File: src/rtl/count_monitor.sv
// count_monitor: watches an upstream free-running counter, classifies every
// step (inc / wrap / hold / jump), keeps wrap and stall statistics, flags a
// programmable match value and reports events over a 4-phase req/ack link.
module count_monitor #(
  parameter int unsigned CNT_W     = 4,
  parameter int unsigned WRAP_W    = 8,
  parameter int unsigned STALL_MAX = 4
) (
  input  logic              clk,
  input  logic              reset,
  input  logic [CNT_W-1:0]  count_in,
  input  logic [CNT_W-1:0]  match_val,
  input  logic              match_en,
  input  logic              evt_ack,
  output logic [WRAP_W-1:0] wrap_count,
  output logic              overflow,
  output logic              stall,
  output logic              match_pulse,
  output logic              evt_req,
  output logic [1:0]        evt_code
);

  localparam int unsigned HOLD_W = $clog2(STALL_MAX + 1);
  localparam int unsigned EVT_N  = 4;

  localparam logic [CNT_W-1:0]  CNT_MAX  = '1;
  localparam logic [WRAP_W-1:0] WRAP_MAX = '1;
  localparam logic [HOLD_W-1:0] HOLD_SAT = HOLD_W'(STALL_MAX);

  // Event codes double as pending-bit indices.
  localparam logic [1:0] CODE_WRAP  = 2'd0;
  localparam logic [1:0] CODE_JUMP  = 2'd1;
  localparam logic [1:0] CODE_STALL = 2'd2;
  localparam logic [1:0] CODE_MATCH = 2'd3;

  typedef enum logic [1:0] {
    ST_IDLE    = 2'd0,
    ST_REQ     = 2'd1,
    ST_ACKWAIT = 2'd2
  } state_t;

  state_t              state;
  state_t              state_nxt;
  logic [CNT_W-1:0]    prev;
  logic                prev_valid;
  logic [HOLD_W-1:0]   hold_run;
  logic [HOLD_W-1:0]   hold_run_nxt;
  logic [EVT_N-1:0]    pending;
  logic [EVT_N-1:0]    evt_set;
  logic [EVT_N-1:0]    evt_clr;
  logic [1:0]          code_nxt;
  logic                is_wrap;
  logic                is_hold;
  logic                is_jump;
  logic                stall_nxt;
  logic                match_hit;

  // Classify the current sample against the previous one.
  always_comb begin
    is_wrap = 1'b0;
    is_hold = 1'b0;
    is_jump = 1'b0;
    if (prev_valid) begin
      if ((prev == CNT_MAX) && (count_in == '0)) begin
        is_wrap = 1'b1;
      end else if (count_in == (prev + CNT_W'(1))) begin
        is_wrap = 1'b0;
      end else if (count_in == prev) begin
        is_hold = 1'b1;
      end else begin
        is_jump = 1'b1;
      end
    end
  end

  // Stall tracking, match detection and the set of events raised this cycle.
  always_comb begin
    hold_run_nxt = '0;
    if (is_hold) begin
      hold_run_nxt = (hold_run >= HOLD_SAT) ? HOLD_SAT : (hold_run + HOLD_W'(1));
    end
    stall_nxt = (hold_run_nxt >= HOLD_SAT);
    match_hit = match_en && prev_valid && !is_hold && (count_in == match_val);
    evt_set             = '0;
    evt_set[CODE_WRAP]  = is_wrap;
    evt_set[CODE_JUMP]  = is_jump;
    evt_set[CODE_STALL] = stall_nxt && !stall;
    evt_set[CODE_MATCH] = match_hit;
  end

  // Handshake next-state: pick the highest-priority pending event in IDLE.
  always_comb begin
    state_nxt = state;
    code_nxt  = evt_code;
    evt_clr   = '0;
    unique case (state)
      ST_IDLE: begin
        if (pending != '0) begin
          state_nxt = ST_REQ;
          if (pending[CODE_JUMP]) begin
            code_nxt = CODE_JUMP;
          end else if (pending[CODE_STALL]) begin
            code_nxt = CODE_STALL;
          end else if (pending[CODE_WRAP]) begin
            code_nxt = CODE_WRAP;
          end else begin
            code_nxt = CODE_MATCH;
          end
          evt_clr[code_nxt] = 1'b1;
        end
      end
      ST_REQ: begin
        if (evt_ack) begin
          state_nxt = ST_ACKWAIT;
        end
      end
      ST_ACKWAIT: begin
        if (!evt_ack) begin
          state_nxt = ST_IDLE;
        end
      end
      default: begin
        state_nxt = ST_IDLE;
      end
    endcase
  end

  // Handshake state register.
  always_ff @(posedge clk) begin
    if (!reset) begin
      state <= ST_IDLE;
    end else begin
      state <= state_nxt;
    end
  end

  // Sample history, statistics, pending events and registered handshake outputs.
  always_ff @(posedge clk) begin
    if (!reset) begin
      prev        <= '0;
      prev_valid  <= 1'b0;
      hold_run    <= '0;
      wrap_count  <= '0;
      overflow    <= 1'b0;
      stall       <= 1'b0;
      match_pulse <= 1'b0;
      pending     <= '0;
      evt_req     <= 1'b0;
      evt_code    <= '0;
    end else begin
      prev        <= count_in;
      prev_valid  <= 1'b1;
      hold_run    <= hold_run_nxt;
      stall       <= stall_nxt;
      match_pulse <= match_hit;
      if (is_wrap) begin
        if (wrap_count == WRAP_MAX) begin
          overflow <= 1'b1;
        end else begin
          wrap_count <= wrap_count + WRAP_W'(1);
        end
      end
      // A fresh occurrence in the issuing cycle stays pending for a later request.
      pending  <= (pending & ~evt_clr) | evt_set;
      evt_req  <= (state_nxt == ST_REQ);
      evt_code <= code_nxt;
    end
  end

endmodule

File: config.mk
export PLATFORM = sky130hd
export DESIGN_NAME = count_monitor
export DESIGN_NICKNAME = d
export VERILOG_FILES = /design/src/rtl/count_monitor.sv
export SDC_FILE = /design/constraint.sdc
export NUM_CORES = 1
export LEC_CHECK = 0
export BUFFER_PORTS_ARGS = -buffer_cell sky130_fd_sc_hd__buf_4
export CAP_MARGIN = 20
export CORE_ASPECT_RATIO = 1.5
export CORE_MARGIN = 4
export CORE_UTILIZATION = 52
export CTS_CLUSTER_SIZE = 12
export DETAILED_ROUTE_END_ITERATION = 8
export PLACE_DENSITY = 0.77
export SYNTH_ARGS = -nofsm -noshare
export SYNTH_HDL_FRONTEND = slang
export SYNTH_SLANG_ARGS = --single-unit
File: constraint.sdc
create_clock -name clk -period 2.3 [get_ports clk]
set_clock_uncertainty 0.1 [all_clocks]
set_input_delay 0.575 -clock clk [delete_from_list [all_inputs] [get_ports clk]]
set_output_delay 0.575 -clock clk [all_outputs]
set_load 0.02 [all_outputs]
==> results of run 1 <==
[cell usage in the layout, fill, tap and decap left out, drive strengths merged]
master / Yosys / final
nor3: 5 / 5
clkinv: 0 / 1
nand3: 6 / 6
o211ai: 2 / 2
clkbuf: 2 / 3
dfxtp: 27 / 27
o31ai: 1 / 1
ha: 4 / 4
and4bb: 2 / 2
o22ai: 2 / 2
a21oi: 5 / 5
and2: 6 / 6
or3: 5 / 5
o41ai: 1 / 1
nand4: 5 / 5
mux2i: 2 / 2
o21a: 3 / 3
a2111oi: 2 / 2
nor4: 1 / 1
o311ai: 1 / 1
xor2: 7 / 7
buf: 2 / 25
xnor2: 6 / 6
nand2: 5 / 5
nor2: 10 / 10
o2111a: 1 / 1
o21ai: 7 / 7
inv: 5 / 5
nand2b: 3 / 3
and3: 2 / 2
nor4b: 1 / 1
nor2b: 1 / 1
[cell families (layout without fill, tap and decap cells)]
| kind of cell | count (synthesis) | count (layout) |
|---|---|---|
| and+or+nand+nor | 52 | 52 |
| adders and majority gates | 4 | 4 |
| buffers and inverters | 9 | 34 |
| DFF | 27 | 27 |
| xor gates and xnor gates | 13 | 13 |
| muxes | 2 | 2 |
| AOI/OAI and AO/OA | 25 | 25 |
[power groups by stage]
stage / Sequential (mW) / Clock (mW) / Combinational (mW)
global placement: 0.505 / 0 / 0.0931
detailed placement: 0.506 / 0 / 0.0958
global route: 0.498 / 0.225 / 0.104
floorplan: 0.508 / 0 / 0.0564
finish: 0.495 / 0.197 / 0.0953
CTS: 0.496 / 0.201 / 0.0960
[critical path, delay by kind of cell, from the launching register on]
kind	cells	cell delay, ns
simple gates	2	0.73
fa+ha+maj	1	0.26
compound gates	2	0.37
flops	1	0.41
[final timing paths]
path | to
worst max-delay path | wrap_count[3]
worst min-delay path | evt_req
worst max register to register | wrap_count[3]
worst min register to register | hold_run[0]
[area by class of cell]
cell class              instances  share of cell area [%]
clock buffers                   3                    1.55
clock inverters                 1                   0.345
inverters                       5                    1.30
flip-flops and latches         27                    37.3
multi-input cells              96                    44.6
well taps                      23                    1.99
repair buffers                 25                    13.0
[flip-flops by register name, summed over array words and instances (netlist names)]
name and flops:
hold_run 2, state 2, prev_valid 1, pending 4, evt_req 1, stall 1, match_pulse 1, evt_code 2
prev 4, overflow 1, wrap_count 8
[through the flow]
step                hold slack [ns]  std cells  utilization [%]  setup WS [ns]  area (µm²)
finish                        0.357        180             64.1          0.375        1450
global route                  0.339        180             64.1          0.255        1450
CTS                           0.355        180             64.1          0.381        1450
detailed placement            0.351        176             62.9          0.208        1420
global placement              0.336        176             62.9          0.262        1420
floorplan                     0.325        132                -          0.510        1230
[layer usage]
metal / track usage [%] / wire (µm) / vias up
met4: 8.08 / 46 / 0
met2: 30.1 / 1290 / 36
met1: 17.4 / 999 / 497
met3: 3.20 / 135 / 6
li1: - / - / 525
met5: 0 / 0 / -
==> impl_summary.log, run 1 <==
INFO  metric run_status = completed
INFO  metric post-route-drc-count = 0
INFO  metric share_of_synthesized_flip_flops_with_an_asynchronous_set_or_reset = 0%
INFO  metric worst_pin_slew = 0.483 ns
INFO  metric timing.max_cap.violations = 0
INFO  metric swShare = 24.5%
INFO  metric clockBufferDepth = 2
INFO  metric yosysUniqueCellTypes = 35
INFO  metric power_frac_comb = between 10% and 20%
INFO  metric cts_hold_repair.buffers = 0
INFO  metric vias_per_cell = 5.91
INFO  metric grt_setup_unrepaired = false
INFO  metric setup-violations-final = 0
INFO  metric multi_input_area = between 600 and 700 µm²
INFO  metric layout_worst_path_cycle_share = between 80% and 90%
INFO  metric cellLeakagePower = 0.598 nW
INFO  metric fmaxAchievable = just over 500 MHz
INFO  metric ys_seq_elements = 27
INFO  metric commonest_register_cell_after_synthesis = sky130_fd_sc_hd__dfxtp_1
INFO  metric main_combinational_cell_family_by_area_after_synthesis = simple AND/OR/NAND/NOR gates
INFO  metric yosysMostFrequentCell = sky130_fd_sc_hd__dfxtp_1
INFO  metric synth_xor_xnor_area_share = roughly 9.2%
INFO  metric synthesis.nets = approximately 150
INFO  metric timing.critical_path.required = 2.45 ns
INFO  metric die_area = 3230 µm²
INFO  metric remaining_global_route_overflow = 0
INFO  metric area.sequential = around 540 µm²
INFO  metric path_clk_slew = 0.14 ns
INFO  metric postSynthCellCount = around 130
INFO  metric num_antenna_cells = 0
INFO  metric cts_inserted_buffers = 3
INFO  metric die-width = ~48 µm
INFO  metric synth_top_area_share = 43.8%
INFO  metric fillCellCount = 215
INFO  metric worst_path_max_delay_cell = sky130_fd_sc_hd__or3_2
INFO  metric min_period = 1.92 ns
INFO  metric critPathMaxStageDelay = between 0.5 and 0.6 ns
INFO  metric io_pins = 26
INFO  metric htree_num_levels = 1
INFO  metric post_synth_simple_gate_area = about a quarter
INFO  metric syn_area = 1230 µm²
INFO  metric tritoncts = yes
INFO  metric grt_start_max_net_pins = 16
INFO  metric hold_violations = 0
INFO  metric drt-initial-drc-count = 12
INFO  metric timing.critical_path.from_type = flip-flop
INFO  metric dieHeight = slightly below 70 µm
INFO  metric min-delay-start = evt_ack
INFO  metric cts-resized-gates = 0
INFO  metric grt_pass1_vias = 1020
INFO  metric fin_nets = 174
INFO  metric total_power = 0.787 mW
INFO  metric cp_cell_sequence = ha_1, and4bb_1, o211ai_2, or3_2, a21oi_1
INFO  metric root_buffer = sky130_fd_sc_hd__clkbuf_4
INFO  metric via_count = ~1100
INFO  metric criticalPathCategory = reg -> reg
INFO  metric dr.pass1.iters = 4
INFO  metric maxSlewHeadroom = about two thirds
INFO  metric area.growth.synth_to_final = 17.3%
INFO  metric synthTopCellsByArea = sky130_fd_sc_hd__dfxtp_1, sky130_fd_sc_hd__xor2_1, sky130_fd_sc_hd__xnor2_1
INFO  metric synth_compound_gate_area_share = between 10 and 15%
INFO  metric port-buffer-count = 25
INFO  metric worst-path-max-fanout = 12
INFO  metric grt_use_total = 16.7%
INFO  metric gp_routability_congestion = 0.856
INFO  metric startpoint = prev[0]
INFO  metric hpwl = roughly 1900 µm
INFO  metric clock_share_of_power = about a quarter
INFO  metric final_layout_size_suffix_gt1_share = roughly 22%
INFO  metric average_wire_per_standard_cell = between 10 and 15 µm
INFO  metric regToRegStartpoint = prev[0]
INFO  metric power.sequential.fraction = between 60% and 70%
INFO  metric yosys-mux-area-fraction = approximately 1.6%
INFO  metric power.density = 543 nW/µm²
INFO  metric drt.antenna.violating_nets = 0
INFO  metric number_of_synthesized_flops_with_an_enable_pin = 0
INFO  metric worstHoldPathType = in -> reg
INFO  metric cts.sinks = 27
INFO  metric cts_setup_buffers = 0
INFO  metric finalWirelength = around 2500 µm
INFO  metric clkLatencyLatePin = 0.31 ns
INFO  metric number_of_cells_on_the_worst_hold_path = 2
INFO  metric fin_tns_setup = 0 ns
INFO  metric core.rowCount = 21
INFO  metric grt_antenna_before_repair = 0
INFO  metric endpoint_kind = flip-flop
INFO  metric vdd_drop_max = slightly above 400 µV
INFO  metric total_switching_power = approximately 0.19 mW
INFO  metric reg2reg_setup_slack = 0.38 ns
INFO  metric worst_r2r_path_depth = 5
INFO  metric start_util = 54.7%
INFO  metric timing.final.max_slew_violations = 0
INFO  metric syn_avg_cell_area = about 9.4 µm²
INFO  metric synth_area_leader_cell = sky130_fd_sc_hd__dfxtp_1
INFO  metric netlist_top_cells_count = sky130_fd_sc_hd__dfxtp_1, sky130_fd_sc_hd__nor2_1, sky130_fd_sc_hd__o21ai_0, sky130_fd_sc_hd__xor2_1
INFO  metric yosysSeqAreaShare = ~44%
INFO  metric synthAdderAreaFrac = about 4%
INFO  metric arrival = ~2.1 ns
INFO  metric yosys_warnings = 0
INFO  metric internal_power = approximately 0.59 mW
INFO  metric grt_pass1_wl = about 4000 µm
INFO  metric core_area = 2260 µm²
(Power assumes the default switching activity.)
==> run 2, diff against run 1 <==
--- a/config.mk
+++ b/config.mk
@@ -5,14 +5,15 @@
 export SDC_FILE = /design/constraint.sdc
 export NUM_CORES = 1
 export LEC_CHECK = 0
+export ABC_AREA = 1
 export BUFFER_PORTS_ARGS = -buffer_cell sky130_fd_sc_hd__buf_4
 export CAP_MARGIN = 20
 export CORE_ASPECT_RATIO = 1.5
 export CORE_MARGIN = 4
-export CORE_UTILIZATION = 52
+export CORE_UTILIZATION = 54
 export CTS_CLUSTER_SIZE = 12
 export DETAILED_ROUTE_END_ITERATION = 8
-export PLACE_DENSITY = 0.77
+export PLACE_DENSITY = 0.78
 export SYNTH_ARGS = -nofsm -noshare
 export SYNTH_HDL_FRONTEND = slang
 export SYNTH_SLANG_ARGS = --single-unit
==> constraint.sdc (replaced) <==
create_clock -name clk -period 1.9 [get_ports clk]
set_clock_uncertainty 0.1 [all_clocks]
set_input_delay 0.475 -clock clk [delete_from_list [all_inputs] [get_ports clk]]
set_output_delay 0.475 -clock clk [all_outputs]
set_load 0.02 [all_outputs]
==> impl_summary.log, run 2 <==
INFO  metric run_status = completed
INFO  metric mostFrequentLayoutCell = sky130_fd_sc_hd__nand2_1
INFO  metric dieHeight = 69.3 µm
INFO  metric grt_antenna_before_repair = 0
INFO  metric largest-register = wrap_count
INFO  metric cpMostUsedCell = sky130_fd_sc_hd__nand3_1
INFO  metric arrival = 1.78 ns
INFO  metric endpoint_kind = flip-flop
INFO  metric reg2reg_setup_slack = 0.26 ns
INFO  metric htree_num_levels = 1
INFO  metric cts_inserted_buffers = 3
INFO  metric clockBufferDepth = 2
INFO  metric dr.pass1.iters = 4
INFO  metric grt_use_met1 = roughly a fifth
INFO  metric tritoncts = yes
INFO  metric final_layout_size_suffix_gt1_share = about 17%
INFO  metric commonest_register_cell_after_synthesis = sky130_fd_sc_hd__dfxtp_1
INFO  metric grt_setup_unrepaired = false
INFO  metric remaining_global_route_overflow = 0
INFO  metric worst-path-max-fanout = 11
INFO  metric vias_per_cell = ~5.2
INFO  metric criticalPathCategory = reg -> reg
INFO  metric drt-initial-drc-count = 24
INFO  metric post-route-drc-count = 0
INFO  metric setup-violations-final = 0
INFO  metric synth_top_area_share = 40.0%
INFO  metric cp_cell_sequence = ha_1, nand3_1, nor2_2, nand2_2, nor2_4, nand3_1, nand2_1, nor2_1
INFO  metric power.sequential.fraction = 61.7%
INFO  metric average_wire_per_standard_cell = roughly 11 µm
INFO  metric fillCellCount = roughly 240
INFO  metric timing.critical_path.required = roughly 2 ns
INFO  metric power.density = around 600 nW/µm²
INFO  metric grt_start_max_net_pins = 19
INFO  metric met2_usage = between 30% and 40%
INFO  metric netlist_top_cells_count = sky130_fd_sc_hd__nand2_1, sky130_fd_sc_hd__inv_1, sky130_fd_sc_hd__dfxtp_1, sky130_fd_sc_hd__nor2_1, sky130_fd_sc_hd__a21oi_1
INFO  metric synthTopCellsByArea = sky130_fd_sc_hd__dfxtp_1, sky130_fd_sc_hd__nand2_1, sky130_fd_sc_hd__inv_1
INFO  metric grt_use_total = a little under a fifth
INFO  metric yosysMostFrequentCell = sky130_fd_sc_hd__nand2_1
INFO  metric synth_area_leader_cell = sky130_fd_sc_hd__dfxtp_1
INFO  metric total_switching_power = approximately 0.25 mW
INFO  metric final_cell_mix = sky130_fd_sc_hd__nand2_1, sky130_fd_sc_hd__inv_1, sky130_fd_sc_hd__dfxtp_1
INFO  metric timing.max_cap.violations = 0
INFO  metric ys_seq_elements = 27
INFO  metric path_delay_family = simple AND/OR/NAND/NOR gates
INFO  metric cts_hold_repair.buffers = 0
INFO  metric grt_pass1_wl = between 5000 and 6000 µm
INFO  metric grt_pass1_vias = around 1300
INFO  metric cp.buffers_inverters = 0
INFO  metric worst_pin_slew = ~0.32 ns
INFO  metric area.growth.synth_to_final = 16.9%
INFO  metric num_antenna_cells = 0
INFO  metric use_met3 = between 3 and 4%
INFO  metric postSynthCellCount = a little under 200
INFO  metric yosysUniqueCellTypes = 27
INFO  metric timing.critical_path.from_type = flip-flop
INFO  metric share_of_synthesized_flip_flops_with_an_asynchronous_set_or_reset = 0%
INFO  metric layout_worst_path_cycle_share = 86.4%
INFO  metric syn_area = 1350 µm²
INFO  metric die-width = between 40 and 50 µm
INFO  metric path_clk_slew = 0.14 ns
INFO  metric port-buffer-count = 25
INFO  metric core_area = 2420 µm²
INFO  metric top_regs = wrap_count x8, pending x4, prev x4
INFO  metric min_period = 1.64 ns
INFO  metric timing.final.max_slew_violations = 0
INFO  metric drt.antenna.violating_nets = 0
INFO  metric fmaxAchievable = between 600 and 700 MHz
INFO  metric critPathMaxStageDelay = 0.44 ns
INFO  metric worst_path_max_delay_cell = sky130_fd_sc_hd__dfxtp_1
INFO  metric core.rowCount = 22
INFO  metric hpwl = approximately 2300 µm
INFO  metric regToRegStartpoint = prev[0]
INFO  metric yosysSeqAreaShare = between 30% and 40%
INFO  metric largest_register_ffs = 8
INFO  metric number_of_synthesized_flops_with_an_enable_pin = 0
INFO  metric swShare = 25.7%
INFO  metric clkLatencyLatePin = roughly 0.33 ns
INFO  metric internal_power = between 0.7 and 0.8 mW
INFO  metric min-delay-start = count_in[2]
INFO  metric io_pins = 26
INFO  metric fin_tns_setup = 0 ns
INFO  metric worstHoldPathType = in -> reg
INFO  metric startpoint = prev[0]
INFO  metric hold_violations = 0
INFO  metric maxSlewHeadroom = approximately four fifths
INFO  metric power_frac_comb = ~12%
INFO  metric fin_nets = 240
INFO  metric die_area = 3390 µm²
INFO  metric yosys_warnings = 0
INFO  metric start_util = a little under three fifths
INFO  metric vdd_drop_max = ~390 µV
INFO  metric clock_share_of_power = approximately 26%
INFO  metric synthesis.nets = ~210
INFO  metric via_count = around 1300
INFO  metric fin_hold_ws = 0.258 ns
INFO  metric finalWirelength = between 2000 and 3000 µm
INFO  metric cts.sinks = 27
INFO  metric root_buffer = sky130_fd_sc_hd__clkbuf_4
INFO  metric cellLeakagePower = 0.808 nW
INFO  metric gp_routability_congestion = 0.825
INFO  metric gr-max-usage-layer = met2
INFO  metric syn_avg_cell_area = 6.87 µm²
## run 2: cell types whose count changed in the layout (fill, tap and decap cells not counted), sizes merged, moves of 3 or more
cell | previous run | this run
o21a | 3 | 0
nor3 | 5 | 2
nand2 | 5 | 54
xor2 | 7 | 2
nand3 | 6 | 12
nor2 | 10 | 25
a21oi | 5 | 14
nand2b | 3 | 0
or3 | 5 | 0
and2 | 6 | 0
inv | 5 | 35
xnor2 | 6 | 3
## run 2: logic make-up (layout without fill, tap and decap cells)
family	Yosys count	after routing	share of synthesized area, %
buffers and inverters	39	65	11.5
flip-flops	27	27	40.0
AO/OA/AOI/OAI	22	22	8.88
adder cells (fa/ha/maj)	4	4	3.70
XOR/XNOR	5	5	3.24
AND/OR/NAND/NOR	100	100	32.7
## run 2: metal layers
metal	up-vias	wire (µm)	part of all wire, %
met3	9	135	4.8
met1	571	1060	37
met4	0	85	3.0
li1	666	-	-
met5	-	0	0
met2	33	1550	55
## run 2: timing repair
action                                  CTS  global route
endpoints found under the setup margin    0             6
resized for setup                         0             1
buffers inserted                          0             0
## run 2: tightest hold or removal path, stage by stage
cell and delay, ns:
sky130_fd_sc_hd__buf_4 0.11, sky130_fd_sc_hd__nand2_1 0.05, sky130_fd_sc_hd__inv_1 0.04
## run 2: final timing paths
path / endpoint / cells past startpoint
max: wrap_count[2] / 8
min: prev[2] / 3
max reg2reg: wrap_count[2] / 8
min reg2reg: state[1] / 1
## run 2: cell type report
type / count / area, µm² / area share, %
Multi-Input combinational cell: 131 / 662 / 41.9
Sequential cell: 27 / 541 / 34.2
Timing Repair Buffer: 25 / 188 / 11.9
Inverter: 36 / 135 / 8.54
Tap cell: 24 / 30.0 / 1.90
Clock buffer: 4 / 26.3 / 1.66
## run 2: metrics by stage
stage,total power [mW],cells,setup slack (ns),area [µm²],util (%)
final,0.959,247,0.258,1580,65.3
after global placement,0.720,243,0.175,1550,64.0
after CTS,0.964,247,0.161,1580,65.1
after floorplan,0.676,197,0.331,1350,-
after global routing,1.01,247,0.0874,1580,65.3
after detailed placement,0.725,243,0.147,1550,64.0
## run 2: power groups by stage
stage | Combinational [mW] | Clock (mW) | Sequential [mW]
final | 0.119 | 0.248 | 0.592
after CTS | 0.121 | 0.251 | 0.592
after global routing | 0.138 | 0.277 | 0.594
after floorplan | 0.0684 | 0 | 0.607
after detailed placement | 0.121 | 0 | 0.604
after global placement | 0.116 | 0 | 0.604
